<file path="src/rtl/switch_debouncer.sv">
// Push-button debouncer: synchroniser chain plus a four-state qualifier.
// Optional RisePulse/FallPulse outputs are built when DEBOUNCE_PULSE_EN is defined.
module switch_debouncer #(
    parameter int DEBOUNCE_CYCLES = 50000,
    parameter int SYNC_STAGES     = 2
) (
    input  logic Clock,
    input  logic nReset,
    input  logic SwitchIn,
    output logic ReadyIn,
    output logic Busy
`ifdef DEBOUNCE_PULSE_EN
    ,
    output logic RisePulse,
    output logic FallPulse
`endif
);

    localparam int CW_RAW = $clog2(DEBOUNCE_CYCLES);
    localparam int CW     = (CW_RAW < 1) ? 1 : CW_RAW;

    // The entry edge into a CHECK state already consumes the first stable
    // sample, so the counter holds (samples seen - 1) and the last one is
    // recognised at DEBOUNCE_CYCLES-2.
    localparam logic [CW-1:0] CNT_LAST = CW'(DEBOUNCE_CYCLES - 2);

    typedef enum logic [1:0] {
        STABLE_HI = 2'b00,
        CHECK_LO  = 2'b01,
        STABLE_LO = 2'b10,
        CHECK_HI  = 2'b11
    } state_e;

    logic [SYNC_STAGES-1:0] sync_q;
    logic                   sync_sw;

    state_e          state_q, state_d;
    logic [CW-1:0]   cnt_q, cnt_d;
    logic            ready_q, ready_d;
    logic            busy_q, busy_d;
`ifdef DEBOUNCE_PULSE_EN
    logic            rise_q, rise_d;
    logic            fall_q, fall_d;
`endif

    // Synchroniser chain, idles at the released level
    always_ff @(posedge Clock or negedge nReset) begin
        if (!nReset) begin
            sync_q <= '1;
        end else begin
            sync_q <= {sync_q[SYNC_STAGES-2:0], SwitchIn};
        end
    end

    assign sync_sw = sync_q[SYNC_STAGES-1];

    // State and qualification counter registers
    always_ff @(posedge Clock or negedge nReset) begin
        if (!nReset) begin
            state_q <= STABLE_HI;
            cnt_q   <= '0;
        end else begin
            state_q <= state_d;
            cnt_q   <= cnt_d;
        end
    end

    // Next state: leave a STABLE state on the opposite level, abort a CHECK on any reversal
    always_comb begin
        state_d = state_q;
        cnt_d   = cnt_q;
        case (state_q)
            STABLE_HI: begin
                if (!sync_sw) begin
                    state_d = CHECK_LO;
                    cnt_d   = '0;
                end
            end
            CHECK_LO: begin
                if (sync_sw) begin
                    state_d = STABLE_HI;
                    cnt_d   = '0;
                end else if (cnt_q == CNT_LAST) begin
                    state_d = STABLE_LO;
                    cnt_d   = '0;
                end else begin
                    cnt_d = cnt_q + 1'b1;
                end
            end
            STABLE_LO: begin
                if (sync_sw) begin
                    state_d = CHECK_HI;
                    cnt_d   = '0;
                end
            end
            CHECK_HI: begin
                if (!sync_sw) begin
                    state_d = STABLE_LO;
                    cnt_d   = '0;
                end else if (cnt_q == CNT_LAST) begin
                    state_d = STABLE_HI;
                    cnt_d   = '0;
                end else begin
                    cnt_d = cnt_q + 1'b1;
                end
            end
            default: begin
                state_d = STABLE_HI;
                cnt_d   = '0;
            end
        endcase
    end

    // Output next-values: level changes only on a completed qualification
    always_comb begin
        ready_d = ready_q;
        busy_d  = (state_d == CHECK_LO) || (state_d == CHECK_HI);
`ifdef DEBOUNCE_PULSE_EN
        rise_d  = 1'b0;
        fall_d  = 1'b0;
`endif
        case (state_q)
            CHECK_LO: begin
                if (state_d == STABLE_LO) begin
                    ready_d = 1'b0;
`ifdef DEBOUNCE_PULSE_EN
                    fall_d  = 1'b1;
`endif
                end
            end
            CHECK_HI: begin
                if (state_d == STABLE_HI) begin
                    ready_d = 1'b1;
`ifdef DEBOUNCE_PULSE_EN
                    rise_d  = 1'b1;
`endif
                end
            end
            STABLE_HI, STABLE_LO: begin
                ready_d = ready_q;
            end
            default: begin
                ready_d = 1'b1;
            end
        endcase
    end

    // Registered outputs so ReadyIn and Busy come straight from flops
    always_ff @(posedge Clock or negedge nReset) begin
        if (!nReset) begin
            ready_q <= 1'b1;
            busy_q  <= 1'b0;
`ifdef DEBOUNCE_PULSE_EN
            rise_q  <= 1'b0;
            fall_q  <= 1'b0;
`endif
        end else begin
            ready_q <= ready_d;
            busy_q  <= busy_d;
`ifdef DEBOUNCE_PULSE_EN
            rise_q  <= rise_d;
            fall_q  <= fall_d;
`endif
        end
    end

    assign ReadyIn = ready_q;
    assign Busy    = busy_q;
`ifdef DEBOUNCE_PULSE_EN
    assign RisePulse = rise_q;
    assign FallPulse = fall_q;
`endif

endmodule
</file>
<file path="config.mk">
export PLATFORM = sky130hd
export DESIGN_NAME = switch_debouncer
export DESIGN_NICKNAME = d
export VERILOG_FILES = /design/src/rtl/switch_debouncer.sv
export SDC_FILE = /design/constraint.sdc
export NUM_CORES = 1
export LEC_CHECK = 0
export BUFFER_PORTS_ARGS = -buffer_cell sky130_fd_sc_hd__buf_2
export CAP_MARGIN = 5
export CORE_UTILIZATION = 55
export DETAILED_ROUTE_END_ITERATION = 8
export PLACE_DENSITY_LB_ADDON = 0.25
export SYNTH_ARGS = -nofsm -noshare
export SYNTH_HDL_FRONTEND = slang
export SYNTH_SLANG_ARGS = --single-unit
</file>
<file path="constraint.sdc">
create_clock -name Clock -period 4.1 [get_ports Clock]
set_input_delay 0.615 -clock Clock [delete_from_list [all_inputs] [get_ports Clock]]
set_output_delay 0.615 -clock Clock [all_outputs]
set_load 0.005 [all_outputs]
</file>
==> impl_metrics.ini, run 1 <==
[synthesis]
synth_cells = 127
ys_async_sr_fraction_pct = 100
yosys_register_bits = 21
syn_nets = 132
yosysUniqueCellTypes = 34
synthTopCellsByArea = dfrtp_1 37%, a31oi_1 8.3%, dfstp_2 6.5%, nand3_1 5.8%, a41oi_1 3.6%
synth-main-ff-cell = dfrtp_1
synth-edff-count = 0
synth_warnings = 0
seq_area_frac_synth_pct = 43.8
synth_top_area_share_pct = 37.3
avgSynthCellArea_sq_um = 9.51
yosysTopAreaCell = dfrtp_1
syn_area_sq_mm = 0.00121

[clock_tree]
ctsHoldBuffers = 0
cts_tree = yes
post-cts-setup-buffer-count = 0
root_buffer = clkbuf_4
insertion_delay_ps = 310
cts_buffer_depth = 2
path_clk_slew_ps = 110
htreeDepth = 1
numCtsBuffers = 3
cts_sinks = 21
cts_resized = 0

[timing]
maxSlewHeadroom_pct = 50.6
fmax_mhz = 452
final.period_utilization_pct = 53.9
timing.hold.ws_ps = 232
rsz0062_at_grt = no
post-route-min-period_ps = 2210
fin_worst_skew_ps = 3.11
finalMaxSlewViolations = 0
finalHoldViolCount = 0
setup-tns-final_ps = 0
finalSetupViolCount = 0
worst_pin_slew_ps = 741

[routing]
vias = 991
totalWireLength_mm = 2.45
drtIter0Drc = 24
drt_pre_antenna_iters = 4
drc_errors = 0
wl_per_cell_microns = 16.0
route.detailed.vias_per_inst = 6.48
postRouteAntennaNets = 0

[status]
status = completed

[placed_design]
place_area_sq_mm = 0.00121
port_buffers = 4
place.gp.congestion = 0.904
dp_hpwl_mm = 1.73

[pwr]
static-leakage-power_nw = 0.494
p_per_area_mw_per_mm2 = 284
switching_share_pct = 25.6
p_int_uw = 261
p_sw_uw = 89.7
peakVddDrop_v = 0.000233
clockPowerShare_pct = 28.8
pwr-share-comb_pct = 7.3
p_seq_share_pct = 63.9

[layout]
post-route-cell-area_sq_mm = 0.00124
drive_above_1_share_pct = 10.3
nFillCells = 171
nNetsFinal = 132
synthToLayoutAreaGrowth_pct = 2.49
num_antenna_cells = 0

[floorplanning]
start_util_pct = 59.7
ios = 5
core-area_sq_mm = 0.00202
std_cell_rows = 16
die_h_microns = 48.9
die_area_sq_mm = 0.00239
dieWidth_microns = 48.9

[critical_path]
crit_type = reg2reg
end_kind = register
worstPathBufferInverterCount = 1
required_ps = 4290
cpMaxStageDelayCell = nand4_2
path_max_fanout = 25
worstPathCellList = inv_1, ha_1, nor4bb_1, nand4_2, nand2_1, o22ai_1
cpPeakStageDelay_ps = 520
path_delay_family = simple AND/OR/NAND/NOR gates
crit_path_start_kind = register
cp.arrival_ps = 2400

[global_routing]
grt_pass1_wl_mm = 4.17
grt_pass1_vias = 899
grt_use_total_pct = 22.8
antenna_found_initial = 0
grt_max_degree = 26
grt_remaining_overflow = 0

[hold_path]
hold_path_class = in2async

[flow_run]
maxCapViolCount = 0
==> final cells by class <==
class                           count  area, sq um  share of cell area, %
Sequential cell                    21          529                   42.8
Multi-Input combinational cell     90          602                   48.6
Timing Repair Buffer                4         20.0                   1.62
Clock buffer                        4         26.3                   2.12
Tap cell                           27         33.8                   2.73
Inverter                            7         26.3                   2.12
==> cell usage after synthesis (all sizes together), types with 2 or more instances <==
| master | n |
|---|---|
| a31oi | 16 |
| a41oi | 5 |
| and3 | 5 |
| and4 | 5 |
| buf | 8 |
| dfrtp | 18 |
| dfstp | 3 |
| ha | 2 |
| inv | 7 |
| mux2i | 2 |
| nand2 | 8 |
| nand2b | 2 |
| nand3 | 14 |
| nand3b | 2 |
| nand4 | 4 |
| nor2 | 3 |
| nor3 | 2 |
| o211ai | 3 |
| o21ai | 3 |
| o22ai | 4 |
==> power by group through the flow <==
| stage | combinational (mW) | clock, mW | sequential, mW |
|---|---|---|---|
| global route | 0.0299 | 0.113 | 0.226 |
| global placement | 0.0253 | 0 | 0.227 |
| CTS | 0.0261 | 0.104 | 0.224 |
| finish | 0.0257 | 0.101 | 0.224 |
| floorplan | 0.0246 | 0 | 0.221 |
| detailed placement | 0.0262 | 0 | 0.228 |
==> through the flow <==
| stage | worst slack [ps] | total power, mW | util, % | std cells |
|---|---|---|---|---|
| 6_report | 1890 | 0.351 | 61.2 | 153 |
| 5_1_grt | 1650 | 0.370 | 61.2 | 153 |
| 4_1_cts | 1890 | 0.354 | 61.2 | 153 |
| 3_5_place_dp | 1910 | 0.254 | 59.9 | 149 |
| 3_3_place_gp | 1990 | 0.252 | 59.9 | 149 |
| 2_1_floorplan | 2450 | 0.246 | - | 127 |
==> state kept, by name, summed over array words and instances (netlist names) <==
signal	flops
ReadyIn	1
cnt_q	16
state_q	2
sync_q	2
==> cell families (layout without fill, tap and decap cells) <==
| family | after synthesis | count (layout) | synth area share (%) |
|---|---|---|---|
| buffers and inverters | 16 | 15 | 6.32 |
| muxes | 2 | 2 | 1.66 |
| DFF | 21 | 21 | 43.8 |
| adders and majority gates | 2 | 2 | 2.07 |
| and+or+nand+nor | 51 | 51 | 26.1 |
| AOI/OAI and AO/OA | 33 | 33 | 18.5 |
| xor gates and xnor gates | 2 | 2 | 1.45 |
==> final timing paths <==
| path | start | end | slack (ps) | cells past startpoint |
|---|---|---|---|---|
| max reg2reg | cnt_q[0] | cnt_q[3] | 1890 | 6 |
| max | cnt_q[0] | cnt_q[3] | 1890 | 6 |
| min reg2reg | sync_q[0] | sync_q[1] | 370 | 0 |
| max in group asynchronous | nReset | sync_q[0] | 3530 | 1 |
| min in group Clock | sync_q[0] | sync_q[1] | 370 | 0 |
| min | nReset | state_q[0] | 230 | 1 |
==> cells in the final DEF (no fill, tap or decap) <==
cell type  instances
nor4bb_1           1
nor4_4             1
nand2b_1           2
inv_1              7
xor2_1             1
and4_1             5
o21ai_0            3
and2_1             1
o22a_1             1
nand4_2            1
and3_1             5
a41oi_1            5
nor3_1             2
nand2_1            8
o211ai_1           3
o31a_1             1
a31oi_1           16
nand4_1            3
dfrtp_1           18
clkbuf_4           3
dfstp_2            3
nor2_1             3
ha_1               2
xnor2_1            1
o22ai_1            4
and4b_1            1
or2_2              1
nand3_1           14
nor2b_1            1
nand3b_1           2
buf_2              4
mux2i_1            2
clkbuf_1           1
==> layer usage <==
layer / track usage, % / vias to the layer above / share of wire [%]
li1: - / 486 / -
met1: 32.7 / 473 / 47
met2: 33.3 / 27 / 47
met3: 3.12 / 5 / 4.2
met4: 12.3 / 0 / 2.1
met5: 0 / - / 0
Note: power is estimated with default switching activity, not from simulation.
==> run 2: changes to the inputs <==
- ABC_AREA: default -> 1
- CORE_UTILIZATION: 55 -> 53
- clock period: 4.1 -> 2 ns (I/O delays scaled with it)
==> run 2 against run 1 <==
Compared with the run above: register-to-register slack got worse by 1600 ps; sequential power is 96% higher; worst hold slack got worse by 150 ps; sequential share of layout area down 1.9 points; maximum frequency increased by 31%; cell count grew 28%; synthesized cell count grew 28%; design area is 4.7% higher; critical endpoint is now cnt_q[12]; highest routed layer unchanged.
==> impl_metrics.ini, run 2 <==
[hold_path]
hold_path_class = in2reg

[synthesis]
avgSynthCellArea_sq_um = 7.50
yosys_register_bits = 21
syn_area_sq_mm = 0.00121
synth_common_cells = 41 x nand2_1, 22 x nor2_1, 19 x inv_1
synth-main-ff-cell = dfrtp_1
seq_area_frac_synth_pct = 43.6
synthTopCellsByArea = dfrtp_1 37%, nand2_1 13%, nor2_1 6.8%, dfstp_2 6.5%, inv_1 5.9%
synth_top_area_share_pct = 37.1
synth_warnings = 0
yosysTopAreaCell = dfrtp_1
synth.most_common_cell = nand2_1
yosysUniqueCellTypes = 24
ys_async_sr_fraction_pct = 100
syn_nets = 167
synth-edff-count = 0
synth_cells = 162

[floorplanning]
std_cell_rows = 16
die_h_microns = 49.9
die_area_sq_mm = 0.00249
start_util_pct = 58.9
core-area_sq_mm = 0.00206
ios = 5
dieWidth_microns = 49.9

[global_routing]
grt_pass1_vias = 930
grt_pass1_wl_mm = 4.13
grt_use_total_pct = 22.1
grt_remaining_overflow = 0
grt_max_degree = 22
antenna_found_initial = 0

[layout]
nNetsFinal = 175
synthToLayoutAreaGrowth_pct = 6.59
layout_common_cells = 41 x nand2_1, 22 x nor2_1, 19 x inv_1, 18 x dfrtp_1, 12 x nand3_1
nFillCells = 177
regMostFlops = cnt_q
num_antenna_cells = 0
largest_reg_flops = 16
final_common_cell = nand2_1
drive_above_1_share_pct = 13.6
reg_top3 = cnt_q x16, state_q x2, sync_q x2

[routing]
drc_errors = 0
route.detailed.vias_per_inst = 5.24
totalWireLength_mm = 2.43
postRouteAntennaNets = 0
wl_per_cell_microns = 12.4
vias = 1028
drt_pre_antenna_iters = 4
drtIter0Drc = 42

[pwr]
peakVddDrop_v = 0.000469
p_per_area_mw_per_mm2 = 533
fin_total_pwr_uw = 691
static-leakage-power_nw = 0.579

[critical_path]
cp.arrival_ps = 1900
crit_path_start_kind = register
crit_type = reg2reg
path_max_fanout = 12
required_ps = 2200
end_kind = register

[clock_tree]
numCtsBuffers = 3
cts_buffer_depth = 2
htreeDepth = 1
insertion_delay_ps = 300
cts_sinks = 21
path_clk_slew_ps = 110
root_buffer = clkbuf_4
post-cts-setup-buffer-count = 0
cts_tree = yes
ctsHoldBuffers = 1
cts_resized = 0

[timing]
maxSlewHeadroom_pct = 67.3
finalHoldViolCount = 0
fmax_mhz = 590
finalSetupViolCount = 0
rsz0062_at_grt = no
post-route-min-period_ps = 1690
fin_worst_skew_ps = 2.56
final.period_utilization_pct = 84.7
finalMaxSlewViolations = 0
setup-tns-final_ps = 0
worst_pin_slew_ps = 489

[flow_run]
maxCapViolCount = 0

[status]
status = completed

[placed_design]
port_buffers = 4
dp_hpwl_mm = 1.77
place.gp.congestion = 0.901
-- run 2: cell count changes in the layout (fill, tap and decap cells not counted), sizes merged, moves of 3 or more --
cell,delta
nand2,+36
nor2,+25
a31oi,-15
inv,+14
o21ai,+9
a41oi,-5
and3,-5
and4,-5
a21oi,+4
xor2,+4
o211ai,-3
-- run 2: through the flow --
stage | std cells | cell area [sq um] | setup slack, ps | hold WS, ps | utilization (%)
floorplan | 162 | 1210 | 600 | 4.41 | -
global placement | 191 | 1260 | 363 | 276 | 61.0
detailed placement | 191 | 1260 | 347 | 280 | 61.0
CTS | 196 | 1290 | 319 | 74.1 | 62.8
global route | 196 | 1290 | 190 | 61.9 | 62.8
finish | 196 | 1290 | 306 | 85.4 | 62.8
-- run 2: path summary, 6_finish.rpt --
check	startpoint	endpoint	slack, ps	cells after the start
worst max-delay path	sync_q[1]	cnt_q[12]	310	9
worst min-delay path	SwitchIn	sync_q[0]	90	1
worst max register to register	sync_q[1]	cnt_q[12]	310	9
worst min register to register	sync_q[0]	sync_q[1]	370	0
max in group asynchronous	nReset	sync_q[0]	1190	2
min in group asynchronous	nReset	cnt_q[2]	460	2
-- run 2: final cells by class --
class / count / area, sq um / share of cell area [%]
repair buffers: 5 / 30.0 / 2.32
flip-flops and latches: 21 / 529 / 40.9
clock buffers: 4 / 26.3 / 2.03
multi-input cells: 118 / 597 / 46.1
inverters: 21 / 78.8 / 6.09
well taps: 27 / 33.8 / 2.61
-- run 2: metal layers --
layer	part of all wire (%)	track usage, %
met2	47	36.7
met5	0	0
met3	2.5	5.56
met4	0.41	2.86
met1	50	29.6
-- run 2: cell families (layout without fill, tap and decap cells) --
logic type | Yosys count | in the layout | share of synthesized area [%]
DFF | 21 | 21 | 43.6
xor gates and xnor gates | 6 | 6 | 4.33
and+or+nand+nor | 90 | 90 | 33.2
buffers and inverters | 23 | 30 | 7.31
AOI/OAI and AO/OA | 20 | 20 | 9.58
adders and majority gates | 2 | 2 | 2.06
-- run 2: report_power, final --
group / switching, mW / internal [mW]
logic: 0.0330 / 0.0142
clock network: 0.126 / 0.0778
registers: 0.00635 / 0.433
-- run 2: worst max-delay path, cell delays in order (launching register included) --
cell and delay (ps):
dfstp_2 550, nand2_1 50, inv_1 80, nor2_2 60, nand2_1 370, nand2_1 170, nor2_4 150, nand2_1 70
nand2_1 70, nor2_1 40
